### config.mk
export PLATFORM = sky130hd
export DESIGN_NAME = uart_cmd_assembler
export DESIGN_NICKNAME = d
export VERILOG_FILES = /design/src/rtl/uart_cmd_assembler.sv
export SDC_FILE = /design/constraint.sdc
export NUM_CORES = 1
export LEC_CHECK = 0
export CORE_UTILIZATION = 35
export DETAILED_ROUTE_END_ITERATION = 7
export DONT_BUFFER_PORTS = 1
export GPL_ROUTABILITY_DRIVEN = 0
export SYNTH_ARGS = -nofsm -noshare
export SYNTH_HDL_FRONTEND = slang
export SYNTH_SLANG_ARGS = --single-unit
### constraint.sdc
create_clock -name clk -period 4.2 [get_ports clk]
set_input_delay 1.05 -clock clk [delete_from_list [all_inputs] [get_ports clk]]
set_output_delay 1.05 -clock clk [all_outputs]
set_load 0.1 [all_outputs]
### src/rtl/uart_cmd_assembler.sv
// uart_cmd_assembler: packs three UART bytes into a 24-bit opcode/operand command,
// with receiver backpressure while a command is pending and an inter-byte timeout.
module uart_cmd_assembler #(
  parameter int TIMEOUT = 78120
) (
  input  logic        clk,
  input  logic        rst,
  input  logic        rdy,
  input  logic [7:0]  rx_data,
  output logic        clr_rdy,
  output logic [23:0] cmd,
  output logic        cmd_rdy,
  input  logic        clr_cmd_rdy,
  output logic        timeout
);
  localparam int CW = $clog2(TIMEOUT);
  typedef enum logic [1:0] {WAIT_B0, WAIT_B1, WAIT_B2, FULL} state_t;
  state_t state;
  logic [CW-1:0] cnt;
  logic [7:0] hi;
  logic [7:0] mid;
  logic expire;
  assign clr_rdy = rdy && !rst && state != FULL;
  // an accept in the expiry cycle wins over the timeout
  assign expire = (state == WAIT_B1 || state == WAIT_B2) && !clr_rdy && cnt == CW'(TIMEOUT - 1);
  always_ff @(posedge clk or posedge rst)
    if (rst) begin
      state <= WAIT_B0;
      cnt <= '0;
      hi <= '0;
      mid <= '0;
      cmd <= '0;
      cmd_rdy <= 1'b0;
      timeout <= 1'b0;
    end else begin
      timeout <= expire;
      cnt <= (clr_rdy || expire || state == WAIT_B0 || state == FULL) ? '0 : cnt + 1'b1;
      if (expire) begin
        state <= WAIT_B0;
        hi <= '0;
        mid <= '0;
      end else if (state == FULL) begin
        if (clr_cmd_rdy) begin
          state <= WAIT_B0;
          cmd_rdy <= 1'b0;
        end
      end else if (clr_rdy) begin
        case (state)
          WAIT_B0: begin
            hi <= rx_data;
            state <= WAIT_B1;
          end
          WAIT_B1: begin
            mid <= rx_data;
            state <= WAIT_B2;
          end
          default: begin
            cmd <= {hi, mid, rx_data};
            cmd_rdy <= 1'b1;
            state <= FULL;
            hi <= '0;
            mid <= '0;
          end
        endcase
      end
    end
endmodule

Word-level counts from Yosys, hierarchy flattened:

Index checks and enable logic that the tools add are counted.

* $add $sub $neg: 1
* equal/unequal tests: 11
* mux-type cells: 18
* bitwise operators: 3
* reductions and logical operators: 20

Operator list (count)
* $mux W8: 6
* $pmux W8 S2: 2
* $add A17 B1 Y17 const B: 1
* $eq A17 B17 Y1 const B: 1
* $mux W17: 1
* $ne A2 B2 Y1 const B: 5
* $mux W2: 4
* $reduce_and A4 Y1: 2
* $reduce_and A3 Y1: 2
* $eq A2 B2 Y1 const B: 2
* $logic_and A1 B1 Y1: 4
* $logic_or A1 B1 Y1: 4
* $mux W1: 4
* $pmux W2 S2: 1
* $reduce_bool A2 Y1: 2
* $ne A3 B3 Y1 const B: 1
* $not A1 Y1: 3
* $reduce_bool A3 Y1: 1
* $eq A2 B1 Y1 const B: 1
* $logic_not A1 Y1: 2
* $logic_not A2 Y1: 1
* $ne A2 B1 Y1 const B: 1
* $reduce_and A2 Y1: 1
* $reduce_or A2 Y1: 1

* register bits: 61
* input bits: 12
* output and inout port bits: 27
* word-level logic and storage cells: 60

Logic depth before layout (Yosys ltp):

Gate-level depths: netlist of the first run.

* word-level depth: 10
* depth in mapped cells: 7
* gate-level depth less buffers: 6

Worst setup path after synthesis of the first run:

OpenSTA, ideal clock, no wires.

* path type: input to output
* start: in rst
* end: out clr_rdy
* data arrival time: 1.824 ns
* data required time: 3.150 ns
* slack: 1.326 ns
* cell stages on the path: 2
* buffers on the path: 0
* path through: or3b_4 > inv_2

* word-level cells in the longest chain between the ends: 3

Ends and longest elaborated chain
* start: declaration: line 7 `input logic rst,`
* $logic_not A1 Y1 (no line)
* $logic_and A1 B1 Y1 (2 in series): line 23 `assign clr_rdy = rdy && !rst && state != FULL;`
* end: declaration: line 10 `output logic clr_rdy,`

Every way passes these cells.

Worst setup path after layout of the first run:

* start: reg state[0]
* end: out clr_rdy

* word-level cells in the longest chain between the ends: 2

Ends and longest elaborated chain
* start: declaration: line 18 `state_t state;`
* start signal: assignment: line 28 `state <= WAIT_B0;`
* start signal: assignment: line 39 `state <= WAIT_B0;`
* start signal: assignment: line 44 `state <= WAIT_B0;`
* $ne A2 B2 Y1: line 23
* $logic_and A1 B1 Y1: line 23

Every way passes these cells.

==> run summary, run 1 <==
For the number of warnings issued by yosys, the log shows 0. For the pin with the worst max-slew slack, the measured transition is 924 ps. STA classifies the critical path endpoint as an output port. The logs give 0 for the total count of max-transition violations in the final report and 3150 ps for the required time of the critical path.

For the number of antenna violations at the first check in global routing, the log shows 0. The quantity of I/O buffers inserted on ports was 0. TritonCTS built the clock tree.

For the worst-skew pair, the clock arrives at the later sink with an insertion delay of 330 ps. The root buffer cell chosen for the clock tree is clkbuf_8. Relative to the synthesized area, the layout overhead comes to 10.9%. For this design, the sink count on the clock tree is 61.

The floorplan step defined a die boundary enclosing 7960 um^2. The logs give 2 for the maximum root-to-sink buffer count and 0 for the count of inserted antenna diode cells. The setup TNS after final layout is 0 ps, and the maximum fanout along the worst path is 5. Dividing the detail-routed wire length by the instance count gives 14.9 um. In this run, synthesis produced a sequential element count of 61.

The run gives 1546 as the via count of the first global-routing pass. Summed over all instances, the cell type with the most area after synthesis is dfrtp_1. Counting every instance in the synthesized netlist gives 202. The global-route usage over all layers was 0.130; the utilization after layout was 0.405.

The detailed-placement wirelength estimate is 3.18 mm, and the count of endpoints failing setup in the final report is 0. Max-cap violations in this run came to 0. The final worst-path cycle share is 0.695. At the worst endpoint, the arrival time is 1870 ps.

The tools report the final layout net count as 225. Worst setup path category: reg2out. Pin placement for this block handled 39 I/O pins. Combined area of all synthesized cells: 2660 um^2.

The final route contains 1560 vias. The flow ran to the end, and the final reports show no timing, DRC or antenna violations. The worst max-slew margin expressed relative to the limit is 0.384. Global routing finished with a remaining overflow of 0.

The starting density of the core is 0.365, and the share of layout cells above drive strength 1 is 0.201. Highest clock frequency the design can meet: 343 MHz. By area the synthesized netlist is led by dfrtp_1 (57%), mux2_1 (8.0%), a22o_1 (5.3%), xnor2_1 (4.3%), nor2_4 (3.8%). The number of enable-type register cells in the synthesized netlist was 0. In this run, post-CTS repair resized a total of 0 instances.

Die boundary width: 89.2 um. The most common cell in the synthesized netlist is dfrtp_1. The number of H-tree levels is 3, and the area of the multi-input gates is 1070 um^2. Setup repair after global routing left no endpoint under its margin.

The worst setup slack for register-to-register paths was 1910 ps; the final count of hold timing violations was 0. The via-per-instance ratio works out to 4.98. On the final layout, the worst clock skew is 6.54 ps.

The initialized floorplan defines 31 standard-cell rows. The violation count after the first detailed-routing iteration is 79. The fraction of synthesis flops using an asynchronous set or reset pin was 1.00. The leading register cell type out of synthesis is dfrtp_1.

The count of TritonRoute iterations in the first routing pass is 4. The tools report the hold-fix buffer count after cts as 0. Type of the worst min-delay path: reg2reg. The number of filler instances in the final layout was 708.

The category of the worst setup path launch point was a flip-flop. Subtracting the final worst setup slack from the clock period gives 2920 ps. The core region is 7290 um^2. The number of setup buffers added after CTS is 0. The number of nets handed over by synthesis was 218. The largest net degree at the start of global routing was 39; the area share of the largest cell type after synthesis was 0.573. The global-route wire length before repair came out at 7.57 mm. The number of different library cells used by synthesis comes to 36. Registers take 1530 um^2.

The number of design rule violations left after detail routing was 0; the total CTS buffers was 9. The fraction of the yosys area taken by sequential cells is 0.573, and the clock edge transition at the registers on the reported setup and hold paths is 70 ps. Each instance of the synthesized netlist takes up on average 13.2 um^2.

Summed over all layers, the routed wires come to 4.65 mm. Once detail routing completed, the nets flagged for antenna violations numbered 0. The chip height is 89.2 um. By count the netlist is led by dfrtp_1 (61), mux2_1 (19), a22o_1 (16), xnor2_1 (13), nor2_1 (11).
routing by layer:
| metal | GRT usage | routed length [um] |
|---|---|---|
| met5 | 0 | 0 |
| met4 | 0.0606 | 61 |
| met3 | 0.0480 | 233 |
| met2 | 0.193 | 2160 |
| met1 | 0.168 | 2200 |
cell type report:
cell class | instances | area share
sequential | 61 | 0.517
multi-input combinational | 128 | 0.361
clock buffer | 9 | 0.0419
tap | 99 | 0.0419
clock inverter | 7 | 0.0250
inverter | 7 | 0.00889
timing repair buffer | 2 | 0.00508
stage by stage:
step	hold WS (ps)	area (um^2)	std cells	setup slack (ps)
finish	473	2960	313	1280
global route	511	2960	313	1230
CTS	480	2960	313	1280
detailed placement	468	2760	297	1300
global placement	460	2760	297	1310
floorplan	443	2660	202	1330
cell usage in the layout, fill, tap and decap left out, types with 3 or more instances in the layout:
cell type  count
dfrtp_1       61
mux2_1        19
a22o_1        16
xnor2_1       13
nor2_1        11
nor2_4         9
clkbuf_8       9
nand2_1        6
nand3_1        6
inv_1          5
nor4_1         5
nor3_1         5
mux2_2         5
nand4_1        4
ha_1           4
or3_1          3
worst max-delay path: stages (launching register included):
cell and delay, ps:
dfrtp_1 420, ha_1 270, or3b_4 450, inv_2 390
state kept, by name (all words and copies together), names as in the netlist:
register	cells
mid	8
cmd_rdy	1
cnt	17
hi	8
timeout	1
cmd	24
state	2
cell families (layout without fill, tap and decap cells):
group | after synthesis | in the layout | share of synthesized area
AND/OR/NAND/NOR | 61 | 61 | 0.148
adder cells (fa/ha/maj) | 4 | 4 | 0.0188
buffers and inverters | 13 | 25 | 0.0277
AO/OA/AOI/OAI | 23 | 23 | 0.0775
XOR/XNOR | 14 | 14 | 0.0460
multiplexers | 26 | 26 | 0.109
flip-flops | 61 | 61 | 0.573
worst paths after layout:
kind / start / end / cells after the start
max in group asynchronous: rst / mid[6]$_DFFE_PP0P_ / 2
max: state[0]$_DFFE_PP0P_ / clr_rdy / 3
max reg2reg: state[0]$_DFFE_PP0P_ / cnt[6]$_DFF_PP0_ / 6
min reg2reg: cnt[0]$_DFF_PP0_ / cnt[0]$_DFF_PP0_ / 1
min: cnt[0]$_DFF_PP0_ / cnt[0]$_DFF_PP0_ / 1
min in group asynchronous: rst / timeout$_DFF_PP0_ / 1
Power of run 1 is not shown: default switching activity piles up to over one toggle a cycle in this logic, so the estimate is an artifact.
==> inputs of run 2 (changes only) <==
==> constraint.sdc (replaced) <==
create_clock -name clk -period 2.7 [get_ports clk]
set_input_delay 0.675 -clock clk [delete_from_list [all_inputs] [get_ports clk]]
set_output_delay 0.675 -clock clk [all_outputs]
set_load 0.1 [all_outputs]
==> run 2 against run 1 <==
Global-route usage increased by 1.2 points; worst setup slack got worse by 1100 ps; sequential share of layout area decreased by 0.80 points; clock skew decreased by 2.2 ps; die area unchanged; critical endpoint unchanged; highest routed layer unchanged.
==> run summary, run 2 (synthesis gave the netlist of run 1 again) <==
The flow ran to the end, and the final reports show no timing, DRC or antenna violations. Final worst hold slack: 281 ps (-193 ps). The global-route wire length before repair came out at 8.17 mm (+7.9%). The number of design rule violations left after detail routing was 0 (unchanged); the clock edge transition at the registers on the reported setup and hold paths was 70 ps (about the same). The run gives 0.0462 (-0.00185) as the global-route met3 utilization. Traced cell by cell, the critical path runs through ha_1 -> or3b_4 -> inv_2 -> buf_4. The run gives 0 ps (unchanged) as the setup TNS after final layout. The tools report the global-route track usage on met2 as 0.221 (+0.0285). The buffer and inverter count on the worst path is 2 (+1). The run gives 0 (unchanged) as the post-cts resize count.

For the full die area, the log shows 7960 um^2 (unchanged). The top cell types in the final layout, fill and taps aside, are dfrtp_1 (61), mux2_1 (19), a22o_1 (16). TritonCTS built the clock tree. The worst setup slack for register-to-register paths is 560 ps (-1350 ps), and the global-route usage over all layers is 0.141 (+0.0116). For the hold-fix buffer count after cts, the log shows 0 (unchanged). The tools report the violation count after the first detailed-routing iteration as 106 (+34%). For the via count of the routed design, the log shows 1587 (+1.7%). The worst reg2reg path depth came out at 7 (+1).

Type of the worst min-delay path: in2async. From synthesis to final layout, the design area changed by 12.7%. The tools report the via count of the first global-routing pass as 1627 (+5.2%).

The worst max-slew margin expressed relative to the limit is 0.381 (-0.00246). In this run the most used layer during global routing was met2. The number of maximum-capacitance violations was 0 (unchanged). The number of primary I/O pins was 39 (unchanged). In this design, the largest share of critical-path delay is due to simple AND/OR/NAND/NOR gates.

The area of the multi-input gates is 1070 um^2 (unchanged). The maximum fanout along the worst path was 5 (unchanged). The tools report the required time of the critical path as 2030 ps (-1120 ps).

The starting density of the core came out at 0.365 (unchanged). For the leftover overflow at the end of global routing, the log shows 0 (unchanged). The largest registers in the layout are cmd x24, cnt x17.

Register containing the most flip-flops in the final layout: cmd. The largest net degree at the start of global routing was 62 (+59%); the count of endpoints failing setup in the final report was 0 (unchanged). The delay contributed by the slowest stage of the critical path is 450 ps (about the same).

The cell count along the critical path is 4 (+1). The aggregate routed wire length was 4.97 mm (+6.9%); the final layout net count was 226 (+0.44%). The chip height is 89.2 um (unchanged), and the quantity of I/O buffers inserted on ports is 0 (unchanged). The run gives 0 (unchanged) as the count of inserted antenna diode cells. The tools report the final instance area as 3000 um^2 (+1.6%). The final count of hold timing violations came out at 0 (unchanged). The number of nets still failing antenna checks after routing was 0 (unchanged). The global-route track usage on met1 was 0.178 (+0.00988). The library cell used most frequently in the layout, excluding fill and tap cells, is dfrtp_1.

The tools report the number of clock sinks seen by CTS as 61 (unchanged). The worst-case setup margin in the final layout was 205 ps (-1080 ps); the final worst-path cycle share was 0.924. For the number of antenna violations at the first check in global routing, the log shows 0 (unchanged). The number of buffers inserted to repair setup after CTS was 0 (unchanged). For the total count of max-transition violations in the final report, the log shows 0 (unchanged). Destination of the worst register-to-register timing path: cmd_rdy$_DFFE_PP0P_. The tools report the maximum root-to-sink buffer count as 2 (unchanged). The die boundary width was 89.2 um (unchanged). The source of the worst register-to-register timing path is state[0]$_DFFE_PP0P_.

The category of the worst setup path launch point is a flip-flop. The via-per-instance ratio works out to 5.05 (+1.4%). The insertion delay to the later sink of the worst-skew pair is 330 ps (about the same), and the number of cell rows is 31 (unchanged). Slew of the pin with the lowest slew margin: 928 ps (+3.69 ps).

Clock root buffer: clkbuf_8. For the number of H-tree levels, the log shows 3 (unchanged). The slowest library cell on the worst path was or3b_4. The logs give 708 (unchanged) for the number of filler instances in the final layout and 1820 ps (-50 ps) for the arrival time at the worst endpoint.

The tools report the count of TritonRoute iterations in the first routing pass as 4 (unchanged). Setup repair after global routing left no endpoint under its margin. The total CTS buffers is 9 (unchanged). Share of layout cells above drive strength 1: 0.205 (+0.00372). Static timing analysis puts the maximum clock frequency at 401 MHz. In this run the worst setup path begins at state[0]$_DFFE_PP0P_. The tools report the core footprint as 7290 um^2 (unchanged). The setup path with the least slack is of type reg2out. The setup clock skew after layout is 4.35 ps (-2.19 ps). The combined flip-flop and latch cell area is 1530 um^2 (unchanged), and the post-placement cell area is 2780 um^2 (+0.73%). The capturing instance or port of the critical path was clr_rdy. For the setup slack after placement, the log shows 557 ps (-748 ps). The smallest clock period supported by the final layout is computed as 2500 ps. The routed wirelength normalized by instance count was 15.8 um (+6.6%).

The number of flip-flops under the largest register name is 24 (unchanged). The run gives 3.27 mm (+2.9%) as the detailed-placement wirelength estimate. Critical path capture point type: an output port.
## run 2: cell count changes in the layout (fill, tap and decap cells not counted), sizes merged
cell | before | now
clkbuf | 9 | 10
buf | 2 | 3
bufinv | 1 | 2
inv | 9 | 7
## run 2: how the worst min path moves through the flow
stage,start,end,slack [ps],cells past startpoint
after global placement,cnt[0]$_DFF_PP0_,cnt[0]$_DFF_PP0_,460,1
after floorplan,cnt[0]$_DFF_PP0_,cnt[0]$_DFF_PP0_,440,1
final,rst,timeout$_DFF_PP0_,280,2
after global routing,rst,state[1]$_DFFE_PP0P_,300,2
after CTS,rst,timeout$_DFF_PP0_,280,2
after detailed placement,cnt[0]$_DFF_PP0_,cnt[0]$_DFF_PP0_,470,1
## run 2: stage by stage
step | util | std cells
6_report | 0.412 | 314
5_1_grt | 0.412 | 314
4_1_cts | 0.412 | 314
3_5_place_dp | 0.381 | 298
3_3_place_gp | 0.381 | 298
2_1_floorplan | - | 202
## run 2: cell type report
type | instances | share of cell area
Multi-Input combinational cell | 128 | 0.355
Inverter | 7 | 0.00875
Clock buffer | 10 | 0.0459
Clock inverter | 6 | 0.0288
Tap cell | 99 | 0.0413
Sequential cell | 61 | 0.509
Timing Repair Buffer | 3 | 0.0117
## run 2: per-layer routing
| layer | vias to the layer above | share of wire |
|---|---|---|
| met3 | 6 | 0.056 |
| met4 | 0 | 0.010 |
| met5 | - | 0 |
| met2 | 38 | 0.48 |
| met1 | 807 | 0.46 |
| li1 | 736 | - |
Power of run 2 is left out for the same reason.
